==> src/rtl/branch_predictor_pkg.sv <==
// Shared definitions for the fetch-stage branch predictor: direction/outcome
// encodings, BTB entry layout and allocation policy.
package branch_predictor_pkg;

  localparam int BP_BTB_ENTRIES = 16;

  // Widest tag any legal BTB_ENTRIES (>= 2) can need: 32 - 2 - 1 bits.
  localparam int BP_TAG_MAX_W = 29;

  typedef enum logic [1:0] {
    STRONGLY_UNTAKEN = 2'b00,
    WEAKLY_UNTAKEN   = 2'b01,
    WEAKLY_TAKEN     = 2'b10,
    STRONGLY_TAKEN   = 2'b11
  } branch_state_e;

  typedef enum logic {
    BRANCH_NOT_TAKEN = 1'b0,
    BRANCH_TAKEN     = 1'b1
  } branch_taken_e;

  typedef enum logic {
    PREDICT_NOT_TAKEN = 1'b0,
    PREDICT_TAKEN     = 1'b1
  } predict_taken_e;

  typedef struct packed {
    logic                    valid;
    logic [BP_TAG_MAX_W-1:0] tag;
    logic [31:0]             target;
    branch_state_e           state;
  } btb_entry_t;

  localparam branch_state_e BP_ALLOC_BRANCH = WEAKLY_TAKEN;
  localparam branch_state_e BP_ALLOC_JUMP   = STRONGLY_TAKEN;

endpackage

==> src/rtl/branch_predictor_sat_counter_2b.sv <==
// Combinational next-state function of a 2-bit saturating direction counter.
module sat_counter_2b
  import branch_predictor_pkg::*;
(
  input  branch_state_e state,
  input  logic          taken,
  output branch_state_e next_state
);

  always_comb begin
    // NOTE: default assignment first so no path leaves next_state unassigned,
    // which would otherwise infer a latch.
    next_state = state;
    unique case (state)
      STRONGLY_UNTAKEN: next_state = taken ? WEAKLY_UNTAKEN : STRONGLY_UNTAKEN;
      WEAKLY_UNTAKEN:   next_state = taken ? WEAKLY_TAKEN   : STRONGLY_UNTAKEN;
      WEAKLY_TAKEN:     next_state = taken ? STRONGLY_TAKEN : WEAKLY_UNTAKEN;
      STRONGLY_TAKEN:   next_state = taken ? STRONGLY_TAKEN : WEAKLY_TAKEN;
      default:          next_state = state;
    endcase
  end

endmodule

==> src/rtl/branch_predictor.sv <==
// Direct-mapped BTB with 2-bit direction counters; predicts for IF_PC, learns
// from Execute. Optional statistics counters enabled by `define BP_STATS_EN.
module branch_predictor
  import branch_predictor_pkg::*;
#(
  parameter int BTB_ENTRIES = BP_BTB_ENTRIES
) (
  input  logic        CLK,
  input  logic        RST_N,
  input  logic [31:0] IF_PC,
  output logic        Predict_Taken,
  output logic [31:0] Predict_Target,
  input  logic        EX_Update_En,
  input  logic [31:0] EX_PC,
  input  logic        EX_Is_Jump,
  input  logic        Branch_Taken,
  input  logic [31:0] EX_Target,
  input  logic        EX_Mispredict,
  output logic [31:0] Stat_Branches,
  output logic [31:0] Stat_Mispredicts
);

  localparam int IDX_W = $clog2(BTB_ENTRIES);
  localparam int TAG_W = 30 - IDX_W;

  btb_entry_t btb_q [BTB_ENTRIES];

  // ---------------- Lookup ----------------
  logic [IDX_W-1:0] if_idx;
  logic [TAG_W-1:0] if_tag;
  btb_entry_t       if_entry;
  logic             if_hit;

  assign if_idx   = IF_PC[IDX_W+1:2];
  assign if_tag   = IF_PC[31:IDX_W+2];
  assign if_entry = btb_q[if_idx];
  assign if_hit   = if_entry.valid && (if_entry.tag == BP_TAG_MAX_W'(if_tag));

  assign Predict_Taken  = if_hit && if_entry.state[1];
  assign Predict_Target = Predict_Taken ? if_entry.target : 32'h0;

  // ---------------- Update ----------------
  logic [IDX_W-1:0] ex_idx;
  logic [TAG_W-1:0] ex_tag;
  btb_entry_t       ex_entry;
  logic             ex_hit;
  branch_state_e    ex_sat_state;
  btb_entry_t       upd_entry;
  logic             upd_we;

  assign ex_idx   = EX_PC[IDX_W+1:2];
  assign ex_tag   = EX_PC[31:IDX_W+2];
  assign ex_entry = btb_q[ex_idx];
  assign ex_hit   = ex_entry.valid && (ex_entry.tag == BP_TAG_MAX_W'(ex_tag));

  sat_counter_2b u_sat_counter (
    .state      (ex_entry.state),
    .taken      (Branch_Taken),
    .next_state (ex_sat_state)
  );

  always_comb begin
    upd_we    = 1'b0;
    upd_entry = ex_entry;
    if (EX_Update_En) begin
      if (ex_hit) begin
        upd_we = 1'b1;
        if (EX_Is_Jump) begin
          upd_entry.state  = STRONGLY_TAKEN;
          upd_entry.target = EX_Target;
        end else begin
          upd_entry.state = ex_sat_state;
          if (Branch_Taken == BRANCH_TAKEN) upd_entry.target = EX_Target;
        end
      end else if (Branch_Taken == BRANCH_TAKEN) begin
        // Miss on a taken instruction: evict whatever occupies the slot.
        upd_we           = 1'b1;
        upd_entry.valid  = 1'b1;
        upd_entry.tag    = BP_TAG_MAX_W'(ex_tag);
        upd_entry.target = EX_Target;
        upd_entry.state  = EX_Is_Jump ? BP_ALLOC_JUMP : BP_ALLOC_BRANCH;
      end
    end
  end

  always_ff @(posedge CLK) begin
    if (!RST_N) begin
      // NOTE: the whole table is cleared on reset (not just valid bits) so the
      // counters restart from WEAKLY_UNTAKEN and no stale target survives;
      // this forces flops rather than a RAM macro, acceptable at BTB sizes.
      for (int i = 0; i < BTB_ENTRIES; i++) begin
        btb_q[i] <= '{valid: 1'b0, tag: '0, target: '0, state: WEAKLY_UNTAKEN};
      end
    end else if (upd_we) begin
      // NOTE: non-blocking so lookups this cycle still see the old entry.
      btb_q[ex_idx] <= upd_entry;
    end
  end

  // ---------------- Statistics ----------------
`ifdef BP_STATS_EN
  logic [31:0] stat_branches_q;
  logic [31:0] stat_mispredicts_q;

  always_ff @(posedge CLK) begin
    if (!RST_N) begin
      stat_branches_q    <= '0;
      stat_mispredicts_q <= '0;
    end else if (EX_Update_En) begin
      if (stat_branches_q != '1) stat_branches_q <= stat_branches_q + 32'd1;
      if (EX_Mispredict && (stat_mispredicts_q != '1)) begin
        stat_mispredicts_q <= stat_mispredicts_q + 32'd1;
      end
    end
  end

  assign Stat_Branches    = stat_branches_q;
  assign Stat_Mispredicts = stat_mispredicts_q;

  logic unused_pc_bits;
  assign unused_pc_bits = ^{IF_PC[1:0], EX_PC[1:0]};
`else
  assign Stat_Branches    = 32'h0;
  assign Stat_Mispredicts = 32'h0;

  logic unused_pc_bits;
  assign unused_pc_bits = ^{IF_PC[1:0], EX_PC[1:0], EX_Mispredict};
`endif

endmodule

==> config.mk <==
export PLATFORM = sky130hd
export DESIGN_NAME = branch_predictor
export DESIGN_NICKNAME = d
export VERILOG_FILES = /design/src/rtl/branch_predictor_pkg.sv /design/src/rtl/branch_predictor_sat_counter_2b.sv /design/src/rtl/branch_predictor.sv
export SDC_FILE = /design/constraint.sdc
export NUM_CORES = 2
export LEC_CHECK = 0
export BUFFER_PORTS_ARGS = -buffer_cell sky130_fd_sc_hd__buf_2
export CELL_PAD_IN_SITES_DETAIL_PLACEMENT = 0
export CELL_PAD_IN_SITES_GLOBAL_PLACEMENT = 1
export CORE_AREA = 2 2 470 472
export DETAILED_ROUTE_END_ITERATION = 6
export DIE_AREA = 0 0 472 474
export PLACE_DENSITY = 0.45
export SLEW_MARGIN = 5
export SYNTH_ARGS = -nofsm -noshare
export SYNTH_HDL_FRONTEND = slang
export SYNTH_SLANG_ARGS = --single-unit
==> constraint.sdc <==
create_clock -name CLK -period 5.1 [get_ports CLK]
set_clock_uncertainty 0.1 [all_clocks]
set_input_delay 0 -clock CLK [delete_from_list [all_inputs] [get_ports CLK]]
set_output_delay 0 -clock CLK [all_outputs]
set_load 0.01 [all_outputs]
* After elaboration in Yosys (flattened, before gate mapping) *
Memory sizes are Yosys's and may differ from the RTL's.
Index checks and enable logic that the tools add are counted.

word-level totals
  bits in registers = 0
  latch bits = 0
  RAM bits = 1024
  memory bits (read-only) = 0
  input port bits = 102
  output and inout port bits = 97
  word-level logic and storage cells = 34
  memories kept = 1

operators by class
  add/subtract/negate cells = 0
  multiply operators = 0
  divide/modulo/power cells = 0
  magnitude comparators = 0
  equal/unequal tests = 5
  shifts and indexed selects = 0
  muxes and demuxes = 23
  bitwise logic cells = 0
  reduce and logical (&&, ||, !) cells = 5

memories
  name   words  width  rd ports  clocked after Yosys merged registers in  wr ports  RTL line                source
  btb_q  16     64     2         0                                        16        branch_predictor.sv:26  btb_entry_t btb_q [BTB_ENTRIES];

operator list
  kind                                                              number
  64-bit two-way mux                                                3
  34-bit two-way mux                                                2
  32-bit two-way mux                                                2
  64-bit OR reduction                                               1
  29-bit by 26-bit == test with 1-bit output                        2
  30-bit two-way mux                                                1
  1-bit two-way mux                                                 11
  2-bit case mux with 4 select lines                                1
  2-bit == test (second input constant)                             2
  2-bit two-way mux                                                 2
  4-bit two-way mux                                                 1
  1-bit logical AND                                                 3
  2-bit by 1-bit == test with 1-bit output (second input constant)  1
  2-bit logical NOT                                                 1

* Logic depth before layout (Yosys ltp) *
An unclocked memory read counts as a cell.

  depth after elaboration = 10
  gate-level depth with buffers = 17
  mapped depth without buffers = 9

* By module *
A second synthesis with hierarchy kept.

second synthesis, totals
  cell total of the unflattened synthesis = 3531
  area, all modules = 52830.7 um^2

modules (own cells, without submodules)
  module            times used  cells each  area an instance (um^2)  seq. area each (um^2)
  branch_predictor  1           3528        52804.4                  30749.5
  sat_counter_2b    1           3           26.3                     0.0

* Worst setup path before layout *
OpenSTA, ideal clock, no wires.

  kind = input to register
  start = input EX_PC[5]
  end = memory btb_q[11][0] in the netlist's numbering (enable)
  library setup time = 0.423 ns
  data arrival time = 4.412 ns
  required time = 4.577 ns
  setup slack = 0.165 ns
  stages on the path = 15
  path buffers = 7
  cells stage by stage = buf_2 > buf_2 > buf_2 > buf_2 > mux4_2 > xor2_1 > a22o_1 > or4_1 > nor4_1 > and3_1 > buf_2 > buf_4 > o2111ai_1 > buf_2 > nand2_1

RTL lines
  element             RTL line                source
  start: declaration  branch_predictor.sv:14  input logic [31:0] EX_PC,
  end: declaration    branch_predictor.sv:26

==> impl_metrics.tcl <==
set metrics [dict create \
    clockRootBuffer "clkbuf_16" \
    final_cell_count_no_fill 6812 \
    grt_antenna_before_repair 11 \
    power.total_mw 21.3 \
    drc 0 \
    yosys-top-cells-area "edfxtp_1 (56%), mux4_2 (22%), a21oi_1 (4.9%), nor2_1 (3.1%), mux2i_1 (1.7%)" \
    critPathMaxFanout 17 \
    core_area_sq_um 219000 \
    largest_register "btb_q" \
    reg_top3 "btb_q (1024)" \
    ios 199 \
    combPwrFrac_pct 13.8 \
    track_usage_pct 19.1 \
    grt_max_degree 78 \
    critPathCaptureType "flop" \
    synth_cell_types 73 \
    clk_latency_ns 0.79 \
    multiInputGateArea_sq_um 22200 \
    rsz0062_at_grt "false" \
    ys_ff_latch 1024 \
    switchingPower_mw 5.61 \
    synth_commonest_cells "edfxtp_1 (1024), mux4_2 (535), a21oi_1 (533)" \
    cts_tree "done" \
    ys.flop_type "edfxtp_1" \
    nFillCells 21800 \
    grt_overflow 0 \
    ff_latch_area_sq_um 30700 \
    grt_pass1_wl_um 301000 \
    slew_headroom_pct 22.2 \
    htreeDepth 3 \
    status "finished clean" \
    crit_required_ns 5.45 \
    vias 35100 \
    fmax_ghz 0.220 \
    drt_iter0_markers 3027 \
    die_h_um 474 \
    setup_viol 0 \
    internal_power_mw 15.7 \
    clk_path_buf_depth 3 \
    switching_share_pct 26.4 \
    drt_first_pass_iters 7 \
    synth_area_per_cell_sq_um 15.1 \
    yosysSeqAreaShare_pct 56.5 \
    first_global_vias 36100 \
    clkSinkCount 1024 \
    post-place-cells 6530 \
    post_cts_buffers 0 \
    fp-row-count 172 \
    cp-start-kind "flop" \
    fin_crit_sh_pct 89.1 \
    syn-cell-area_sq_um 54400 \
    netlist_instances 3604 \
    p_leak_nw 22.0 \
    ant_nets 0 \
    hpwl_um 122000 \
    seq_power_share_pct 45.8 \
    synthToLayoutAreaGrowth_pct 19.4 \
    largest_reg_flops 1024 \
    max-cap-violations 0 \
    die_x_um 472 \
    fin_nets 3944 \
    gp_congestion 0.746 \
    cts_buffers 119 \
    path_class "reg2reg" \
    synth_top_area_share_pct 56.5 \
    hp-class "in2reg" \
    hold_viol_final 0 \
    yosys_warnings 0 \
    pwr-share-clk_pct 40.4 \
    powerDensity_nw_per_um2 328 \
    routed_wl_um 217000 \
    period_minus_slack_ns 4.54 \
    final_layout_size_suffix_gt1_share_pct 31.2 \
    start_util_pct 24.9 \
    synth_top_area_cell "edfxtp_1" \
    portBuffers 129 \
    fin_area_sq_um 65000 \
    fin_util_pct 29.7 \
    peakVddDrop_mv 0.296 \
    dpl_cell_area_sq_um 60500 \
    vias_per_cell 5.16 \
    tns_ns 0 \
    path_clk_slew_ns 0.06 \
    worst_pin_slew_ns 1.16 \
    yosysMostFrequentCell "edfxtp_1" \
    slew_violations 0 \
    wire_per_inst_um 31.9 \
    worstPathArrival_ns 4.89 \
    ys_async_sr_fraction_pct 0 \
    synth_edf_count 1024 \
    die-area_sq_um 224000 \
]
==> placed cells by master (no fill, tap or decap), types with 7 or more instances in the layout <==
master	synthesis	final
a211oi_1	8	8
a21oi_1	533	533
a22oi_1	25	25
a31oi_1	8	7
buf_12	0	99
buf_2	106	120
buf_4	101	154
bufinv_16	0	11
clkbuf_1	183	27
clkbuf_16	0	121
clkinv_1	0	30
clkinv_2	0	22
conb_1	1	112
dlygate4sd3_1	0	62
edfxtp_1	1024	1024
inv_1	29	26
mux2_2	23	23
mux2i_1	92	92
mux2i_4	20	20
mux4_2	535	535
nand2_1	47	31
nand2_4	0	16
nand3_1	13	13
nand3_2	30	30
nand4_1	32	32
nor2_1	454	454
nor2b_1	49	48
nor3_1	24	24
nor4_1	9	9
o2111ai_4	0	17
o21ai_0	10	10
o21ai_2	30	30
xnor2_1	42	42
xor2_1	20	20
==> metal layers <==
metal	part of all wire, %	global-route usage, %
met1	44	26.4
met5	0.0060	0
met3	4.7	2.37
met2	49	32.4
met4	1.6	3.64
==> kinds of logic (layout without fill, tap and decap cells) <==
kind of cell,after synthesis,count (layout),synth area share [%]
AO/OA/AOI/OAI,673,673,7.08
buffers and inverters,466,689,4.19
flip-flops,1024,1024,56.5
XOR/XNOR,62,62,0.997
multiplexers,670,670,25.1
other,1,115,0.00689
AND/OR/NAND/NOR,708,708,6.11
==> worst max-delay path, stage by stage, from the launching register on <==
cell and delay, ns:
edfxtp_1 0.38, nor4b_1 0.50, mux2i_1 0.17, a2111o_1 0.43, a221oi_1 0.57, nand4_1 0.31
a211oi_1 0.27, and3_2 0.29, buf_4 0.26, o2111ai_4 0.17, nand2_4 0.50, buf_12 0.26
==> area by class of cell <==
class	instances	area share, %
flip-flops and latches	1024	47.3
multi-input cells	2225	34.2
repair buffers	442	6.86
well taps	2871	5.53
clock buffers	148	4.82
clock inverters	69	1.06
inverters	30	0.179
diodes	3	0.0116
==> worst paths after layout <==
kind	end	depth (start not counted)	slack [ns]	start
worst min register to register	btb_q[4][20]	4	1.04	btb_q[14][20]
worst max register to register	btb_q[14][62]	11	0.56	btb_q[3][60]
worst max-delay path	btb_q[14][62]	11	0.56	btb_q[3][60]
worst min-delay path	btb_q[4][40]	2	0.09	RST_N
==> timing repair <==
item | 4_1_cts | 5_1_grt
gates resized for setup | 0 | 0
hold endpoints to repair | 960 | 0
hold buffers | 62 | 0
==> per-stage QoR <==
| stage | setup WS (ns) | hold slack, ns |
|---|---|---|
| detailed placement | 0.154 | 0.381 |
| floorplan | 0.165 | 0.156 |
| CTS | 0.607 | 0.0132 |
| finish | 0.556 | 0.0929 |
| global route | 0.449 | 0.0858 |
| global placement | 0.175 | 0.387 |
==> power by group through the flow <==
stage / Clock (mW) / Sequential, mW / Combinational, mW
after floorplan: 0 / 9.87 / 1.74
after global placement: 0 / 9.92 / 2.92
after detailed placement: 0 / 9.92 / 2.92
after CTS: 8.79 / 9.75 / 2.97
after global routing: 9.08 / 9.78 / 3.08
final: 8.60 / 9.75 / 2.93
No activity file was read; power rests on OpenSTA's default activity.
